===== src/rtl/adc_decim_avg.sv =====
// Dual-channel boxcar decimator: averages 2^L valid A/B sample pairs and
// emits one averaged pair per window with a single-cycle strobe.
module adc_decim_avg #(
  parameter int DATA_SZ  = 14,
  parameter int LOG2_MAX = 10
) (
  input  logic                      adc_clk_i,
  input  logic                      adc_rst_i,
  input  logic [3:0]                decim_log2_i,
  input  logic                      sync_i,
  input  logic                      data_a_en_i,
  input  logic signed [DATA_SZ-1:0] data_a_i,
  input  logic                      data_b_en_i,
  input  logic signed [DATA_SZ-1:0] data_b_i,
  output logic                      data_en_o,
  output logic signed [DATA_SZ-1:0] data_a_o,
  output logic signed [DATA_SZ-1:0] data_b_o,
  output logic [LOG2_MAX:0]         win_cnt_o
);

  localparam int         ACC_W = DATA_SZ + LOG2_MAX;
  localparam int         CNT_W = LOG2_MAX + 1;
  localparam logic [3:0] L_MAX = 4'(LOG2_MAX);

  logic signed [ACC_W-1:0]   acc_a_q, acc_a_d, acc_b_q, acc_b_d;
  logic signed [ACC_W-1:0]   base_a, base_b, sum_a, sum_b;
  logic [CNT_W-1:0]          cnt_q, cnt_d, cnt_base, cnt_term;
  logic [3:0]                l_act_q, l_act_d, l_clamp, l_eff;
  logic                      en_q, en_d;
  logic signed [DATA_SZ-1:0] out_a_q, out_a_d, out_b_q, out_b_d;
  logic                      smp, first, last;

  always_comb begin
    smp      = data_a_en_i & data_b_en_i;
    l_clamp  = (decim_log2_i > L_MAX) ? L_MAX : decim_log2_i;
    // sync restarts the window in the same cycle, so a coincident sample is sample 1
    cnt_base = sync_i ? '0 : cnt_q;
    first    = (cnt_base == '0);
    l_eff    = first ? l_clamp : l_act_q;
    cnt_term = (CNT_W'(1) << l_eff) - CNT_W'(1);
    last     = smp & (cnt_base == cnt_term);

    base_a   = first ? '0 : acc_a_q;
    base_b   = first ? '0 : acc_b_q;
    sum_a    = base_a + {{LOG2_MAX{data_a_i[DATA_SZ-1]}}, data_a_i};
    sum_b    = base_b + {{LOG2_MAX{data_b_i[DATA_SZ-1]}}, data_b_i};

    acc_a_d  = acc_a_q;
    acc_b_d  = acc_b_q;
    cnt_d    = cnt_base;
    l_act_d  = l_act_q;
    en_d     = 1'b0;
    out_a_d  = out_a_q;
    out_b_d  = out_b_q;

    if (smp) begin
      l_act_d = l_eff;
      acc_a_d = sum_a;
      acc_b_d = sum_b;
      if (last) begin
        cnt_d   = '0;
        en_d    = 1'b1;
        out_a_d = DATA_SZ'(sum_a >>> l_eff);
        out_b_d = DATA_SZ'(sum_b >>> l_eff);
      end else begin
        cnt_d = cnt_base + CNT_W'(1);
      end
    end
  end

  always_ff @(posedge adc_clk_i) begin
    if (adc_rst_i) begin
      acc_a_q <= '0;
      acc_b_q <= '0;
      cnt_q   <= '0;
      l_act_q <= '0;
      en_q    <= 1'b0;
      out_a_q <= '0;
      out_b_q <= '0;
    end else begin
      acc_a_q <= acc_a_d;
      acc_b_q <= acc_b_d;
      cnt_q   <= cnt_d;
      l_act_q <= l_act_d;
      en_q    <= en_d;
      out_a_q <= out_a_d;
      out_b_q <= out_b_d;
    end
  end

  assign data_en_o = en_q;
  assign data_a_o  = out_a_q;
  assign data_b_o  = out_b_q;
  assign win_cnt_o = cnt_q;

endmodule


===== config.mk =====
export PLATFORM = sky130hd
export DESIGN_NAME = adc_decim_avg
export DESIGN_NICKNAME = d
export VERILOG_FILES = /design/src/rtl/adc_decim_avg.sv
export SDC_FILE = /design/constraint.sdc
export NUM_CORES = 1
export LEC_CHECK = 0
export CORE_ASPECT_RATIO = 1.4
export CORE_MARGIN = 10
export CORE_UTILIZATION = 25
export DETAILED_ROUTE_END_ITERATION = 10
export GPL_TIMING_DRIVEN = 0
export PLACE_DENSITY = 0.47
export SYNTH_ARGS = -nofsm -noshare
export SYNTH_HDL_FRONTEND = slang
export SYNTH_SLANG_ARGS = --single-unit

===== constraint.sdc =====
create_clock -name adc_clk_i -period 7.73 [get_ports adc_clk_i]
set_clock_uncertainty 0.1 [all_clocks]
set_input_delay 2.319 -clock adc_clk_i [delete_from_list [all_inputs] [get_ports adc_clk_i]]
set_output_delay 2.319 -clock adc_clk_i [all_outputs]
set_load 0.005 [all_outputs]

Word level (Yosys, flattened, before mapping). Index checks and enable logic that the tools add are counted.

Mux-type cells: 8. $lt $le $gt $ge: 1. Bitwise logic cells: 3. Equality and inequality tests: 1. Shift-type cells: 3. Add/sub/neg operators: 4. Reductions and logical operators: 3.

Operators with widths (count): 24-bit adder (2); 24-bit 2-to-1 mux (2); 24-bit by 4-bit >>> shifter with 14-bit output (2); 11-bit 2-to-1 mux (3); 11-bit by 1-bit adder with 11-bit output (second input constant) (1); 11-bit == test (1); 11-bit logical NOT (1); 1-bit by 4-bit << shifter with 11-bit output (first input constant) (1); 11-bit by 2-bit subtractor with 11-bit output (second input constant) (1); 4-bit 2-to-1 mux (2); 4-bit greater-than comparator (second input constant) (1); 1-bit AND (2); 2-bit AND reduction (1); 2-bit OR reduction (1); 1-bit 2-to-1 mux (1); 1-bit NOT (1).

Register bits: 92. Output and inout bits: 40.

Logic depth before layout (Yosys ltp).
Depth in word-level cells: 9. Mapped depth: 27. Gate-level depth less buffers: 20.

Least setup slack after synthesis. Ideal clock, no wire load.

Path kind: input to register. Start point: in sync_i. End point: reg out_a_q[11], in the netlist data_a_o[11]. Stages on the path: 23. Buffers on the path: 6. Path slack: 0.320 ns. Arrival time: 7.239 ns. Data required time: 7.560 ns. Cells stage by stage: clkbuf_1 nor2b_1 clkbuf_1 inv_1 ha_1 or4b_1 o31a_1 buf_2 buf_1 clkbuf_1 and2_1 ha_1 clkbuf_1 nand4_1 a2111oi_0 a21oi_1 a221oi_1 a22oi_1 o22ai_1 nor2_1 a21o_1 a221o_1 a21oi_1.

Cells in the longest elaborated chain, start to end: 8. Elaborated cells on any way between the ends: 11. Classes of those cells: add/sub: 2; eq/ne: 1; shift: 2; mux: 3; bitwise: 1; reduce/logical: 2.

RTL lines: start: declaration (RTL line 10) `input logic sync_i,`; 11-bit 2-to-1 mux * (RTL line 37) `cnt_base = sync_i ? '0 : cnt_q;`; 11-bit logical NOT (RTL line 38) `first = (cnt_base == '0);`; 4-bit 2-to-1 mux (RTL line 39) `l_eff = first ? l_clamp : l_act_q;`; 1-bit by 4-bit << shifter with 11-bit output (RTL line 40) `cnt_term = (CNT_W'(1) << l_eff) - CNT_W'(1);`; 11-bit by 2-bit subtractor with 11-bit output (RTL line 40); 11-bit == test (RTL line 41) `last = smp & (cnt_base == cnt_term);`; 1-bit AND (RTL line 41); 2-bit AND reduction (no line); end signal: assignment (RTL line 86) `out_a_q <= out_a_d;`; end: declaration (RTL line 30) `logic signed [DATA_SZ-1:0] out_a_q, out_a_d, out_b_q, out_b_d;`.

Every way passes the cells marked *; elsewhere a longest branch is shown, timed or not. A chain may end at the register's enable or synchronous reset.

Worst setup path in the final report.
Start point: in sync_i. End point: reg out_b_q[9], in the netlist data_b_o[9].

Cells in the longest elaborated chain, start to end: 8. Elaborated cells on any way between the ends: 11. Classes of those cells: add/sub: 2; eq/ne: 1; shift: 2; mux: 3; bitwise: 1; reduce/logical: 2.

RTL lines: 11-bit 2-to-1 mux * (RTL line 37); 11-bit logical NOT (RTL line 38); 4-bit 2-to-1 mux (RTL line 39); 1-bit by 4-bit << shifter with 11-bit output (RTL line 40); 11-bit by 2-bit subtractor with 11-bit output (RTL line 40); 11-bit == test (RTL line 41); 1-bit AND (RTL line 41); 2-bit AND reduction (no line); end signal: assignment (RTL line 87) `out_b_q <= out_b_d;`; end: declaration (RTL line 30).

Marks and branches as above.

==> metrics.log <==
INFO  metric status = finished clean
INFO  metric ctsLongestPathBuffers = 2
INFO  metric synthMostInstantiatedCell = nand2_1
INFO  metric fmaxAchievable = about 130 MHz
INFO  metric die_h = ~240 µm
INFO  metric critical_path.max_stage_delay = 540 ps
INFO  metric final.fill_count = 3885
INFO  metric std_cell_rows = 82
INFO  metric die_width = around 180 µm
INFO  metric layout.area.seq = around 1800 µm²
INFO  metric cpMostUsedCell = buf_6
INFO  metric post-layout-total-power = around 1.4 mW
INFO  metric drc = 0
INFO  metric synth_edf_count = 0
INFO  metric drtPass1Iterations = 7
INFO  metric numPortBuffers = between 70 and 80
INFO  metric synth_top_cell_area_share = slightly above 20%
INFO  metric synthArstFlopShare = 0%
INFO  metric placed_cells = roughly 1800
INFO  metric worst-slew-pin-transition = ~940 ps
INFO  metric synth.area.top_cells = dfxtp_1, nand2_1, ha_1
INFO  metric boundaryPins = a little under 80
INFO  metric root_buffer = clkbuf_16
INFO  metric net_count_synth = 1340
INFO  metric setup-tns-final = 0 ps
INFO  metric synth-seq-area-share = between 20 and 25%
INFO  metric yosysWarningCount = 0
INFO  metric max_cap_violations = 0
INFO  metric tritoncts = done
INFO  metric dieArea = roughly 44000 µm²
INFO  metric route.antenna.remaining_nets = 0
INFO  metric hold_slack = between 300 and 400 ps
INFO  metric slew_headroom = 37.18%
INFO  metric placed_area = between 10000 and 15000 µm²
INFO  metric post_route_cells_drive_above_1_share = between 10% and 20%
INFO  metric floorplan.initialDensity = between 20% and 30%
INFO  metric pre_cts_ws = -2303 ps
INFO  metric report.final.hold_viol_count = 0
INFO  metric cp_data_arrival_time = between 7000 and 8000 ps
INFO  metric netlist_top_cells_count = nand2_1, nor2_1, a21oi_1
INFO  metric first_global_vias = 10320
INFO  metric worstPathRequired = roughly 8000 ps
INFO  metric core_area = about 36000 µm²
INFO  metric distinct_cell_type_count_of_the_synthesized_netlist = 87
INFO  metric synthCells = around 1300
INFO  metric stdcell_area = around 12000 µm²
INFO  metric post-route-util = 32.87%
INFO  metric layout.nets = roughly 1500
INFO  metric finish.cell_count_without_fillers = approximately 1800
INFO  metric clock_tree.htree_level_count = 3
INFO  metric cellPowerDensity = 121.6 nW/µm²
INFO  metric place.gp.congestion = around 0.93
INFO  metric grt_first_pass_wirelength = about 59000 µm
INFO  metric tritoncts.num_buffers = 9
INFO  metric end_kind = flip-flop
INFO  metric post_synthesis_register_bit_count = 92
INFO  metric timing.critical_path.slowest_stage_cell = mux4_2
INFO  metric cts_hold_repair.buffers = 0
INFO  metric synth_ff_type = dfxtp_1
INFO  metric crit_type = in -> reg
INFO  metric grt_overflow = 0
INFO  metric syn_avg_cell_area = between 7 and 8 µm²
INFO  metric clock_insertion_delay_worst_skew = roughly 380 ps
INFO  metric antenna_cells = 0
INFO  metric hp-class = reg -> reg
INFO  metric detail_route.wirelength = between 30000 and 40000 µm
INFO  metric dr.first_iter.drc_count = 634
INFO  metric clock-sinks = 92
INFO  metric route.detailed.vias_per_inst = approximately 5.5
INFO  metric synth.largest_area_cell = dfxtp_1
INFO  metric grtUsageTotal = around 17%
INFO  metric worst_setup_path_start_kind = primary input
INFO  metric timing.final.max_slew_violations = 0
INFO  metric irDropWorstVdd = approximately 0.12 mV
INFO  metric number_of_antenna_violations_at_the_first_check_in_global_routing = 0
INFO  metric synth_area = roughly 9000 µm²
INFO  metric num_vias = about 10000
INFO  metric cp_cell_sequence = clkdlybuf4s50_1 -> buf_6 -> nor2b_1 -> clkbuf_4 -> inv_1 -> ha_1 -> or4b_4 -> o31a_1 -> buf_6 -> buf_6 -> buf_2 -> and2_1 -> fa_2 -> a21oi_4 -> o221ai_4 -> buf_4 -> a31o_2 -> a22o_2 -> mux4_2 -> nand2_1 -> o31ai_2 -> o22ai_1 -> a311oi_2 -> nor3_1
INFO  metric maximum_number_of_pins_on_one_net_before_global_route_repair = 21
INFO  metric multiInputGateArea = 7453 µm²
INFO  metric avgRoutedWirePerCell = roughly 21 µm
INFO  metric fin_crit_sh = between 90% and 100%
INFO  metric finalSetupViolations = 0
INFO  metric place_hpwl = roughly 30000 µm
INFO  metric final.min_clock_period = approximately 7500 ps
INFO  metric path_clk_slew = approximately 80 ps
INFO  metric critPathMaxFanout = 10
INFO  metric area_delta_synth_final = 30.56%
INFO  metric postLayoutSetupSlackWorst = around 190 ps
INFO  metric cellLeakagePower = about 4.3 nW
## flip-flops by register name, indices dropped and copies added, names as in the netlist
signal     flops
acc_b_q       24
data_b_o      14
data_en_o      1
acc_a_q       24
l_act_q        4
win_cnt_o     11
data_a_o      14
## per-layer routing
layer  global-route usage [%]  wire length [µm]  vias to the layer above
met5                        0                 0                        -
met4                    9.282              1855                        0
met3                    2.098              1215                       88
met2                    32.28             20970                      257
met1                    17.47             15060                     4924
li1                         -                 -                     4821
## path summary, 6_finish.rpt
check,startpoint,to,slack [ps],depth (start not counted)
setup / recovery,sync_i,data_b_o[9]$_SDFFE_PP0P_,190,24
hold / removal,acc_a_q[6]$_SDFFE_PP0P_,acc_a_q[6]$_SDFFE_PP0P_,350,2
setup reg to reg,win_cnt_o[0]$_SDFF_PP0_,data_b_o[9]$_SDFFE_PP0P_,2370,22
hold reg to reg,acc_a_q[6]$_SDFFE_PP0P_,acc_a_q[6]$_SDFFE_PP0P_,350,2
## cell families after synthesis
kind of cell	Yosys count	share of synthesized area, %
AND/OR/NAND/NOR	508	26.57
AO/OA/AOI/OAI	401	30.48
buffers and inverters	112	5.372
flip-flops	92	20.49
adder cells (fa/ha/maj)	51	7.265
XOR/XNOR	49	4.774
multiplexers	39	5.052
## area by class of cell
class | count | share of cell area [%]
Clock buffer | 9 | 1.919
Multi-Input combinational cell | 1048 | 63.50
Tap cell | 462 | 4.925
Timing Repair Buffer | 118 | 9.146
Sequential cell | 92 | 15.69
Clock inverter | 7 | 0.7782
Buffer | 82 | 3.624
Inverter | 13 | 0.4157
## worst max-delay path: cells and delay by family
family                   cells  cell delay (ps)
multiplexers                 1              540
buffers and inverters        8             1660
AO/OA/AOI/OAI                8             1610
AND/OR/NAND/NOR              5             1040
adder cells (fa/ha/maj)      2              580
## timing repair
action | CTS | global route
setup endpoints to repair | 58 | 39
buffers inserted | 25 | 18
pin swaps | 22 | 32
resized for setup | 124 | 78
## power by group
group / leakage [nW] / internal, mW / switching, mW
sequential: 0.748 / 0.487 / 0.00754
clock: 0.152 / 0.232 / 0.242
combinational: 3.44 / 0.164 / 0.293
## cell usage in the layout, fill, tap and decap left out, types with 9 or more instances in the layout
| cell type | n |
|---|---|
| ha_1 | 29 |
| xnor2_1 | 18 |
| o21ai_1 | 12 |
| nor2_1 | 132 |
| o22ai_1 | 13 |
| xor2_1 | 19 |
| a21oi_1 | 106 |
| nand2_1 | 164 |
| clkbuf_16 | 9 |
| buf_4 | 47 |
| and3_1 | 9 |
| o211ai_1 | 28 |
| clkdlybuf4s50_1 | 75 |
| clkbuf_1 | 46 |
| and2_1 | 55 |
| a21o_1 | 21 |
| a21oi_2 | 13 |
| dfxtp_1 | 92 |
| o21ai_0 | 41 |
| inv_1 | 12 |
| nor2b_1 | 13 |
| nand2b_1 | 13 |
| buf_2 | 9 |
| buf_6 | 9 |
| nand3_1 | 22 |
| mux2i_1 | 27 |
| o221ai_1 | 9 |
| a211oi_1 | 27 |
| ha_2 | 12 |
| nand4_1 | 17 |
| nor3_1 | 38 |
Power figures use the tool's default switching activity.
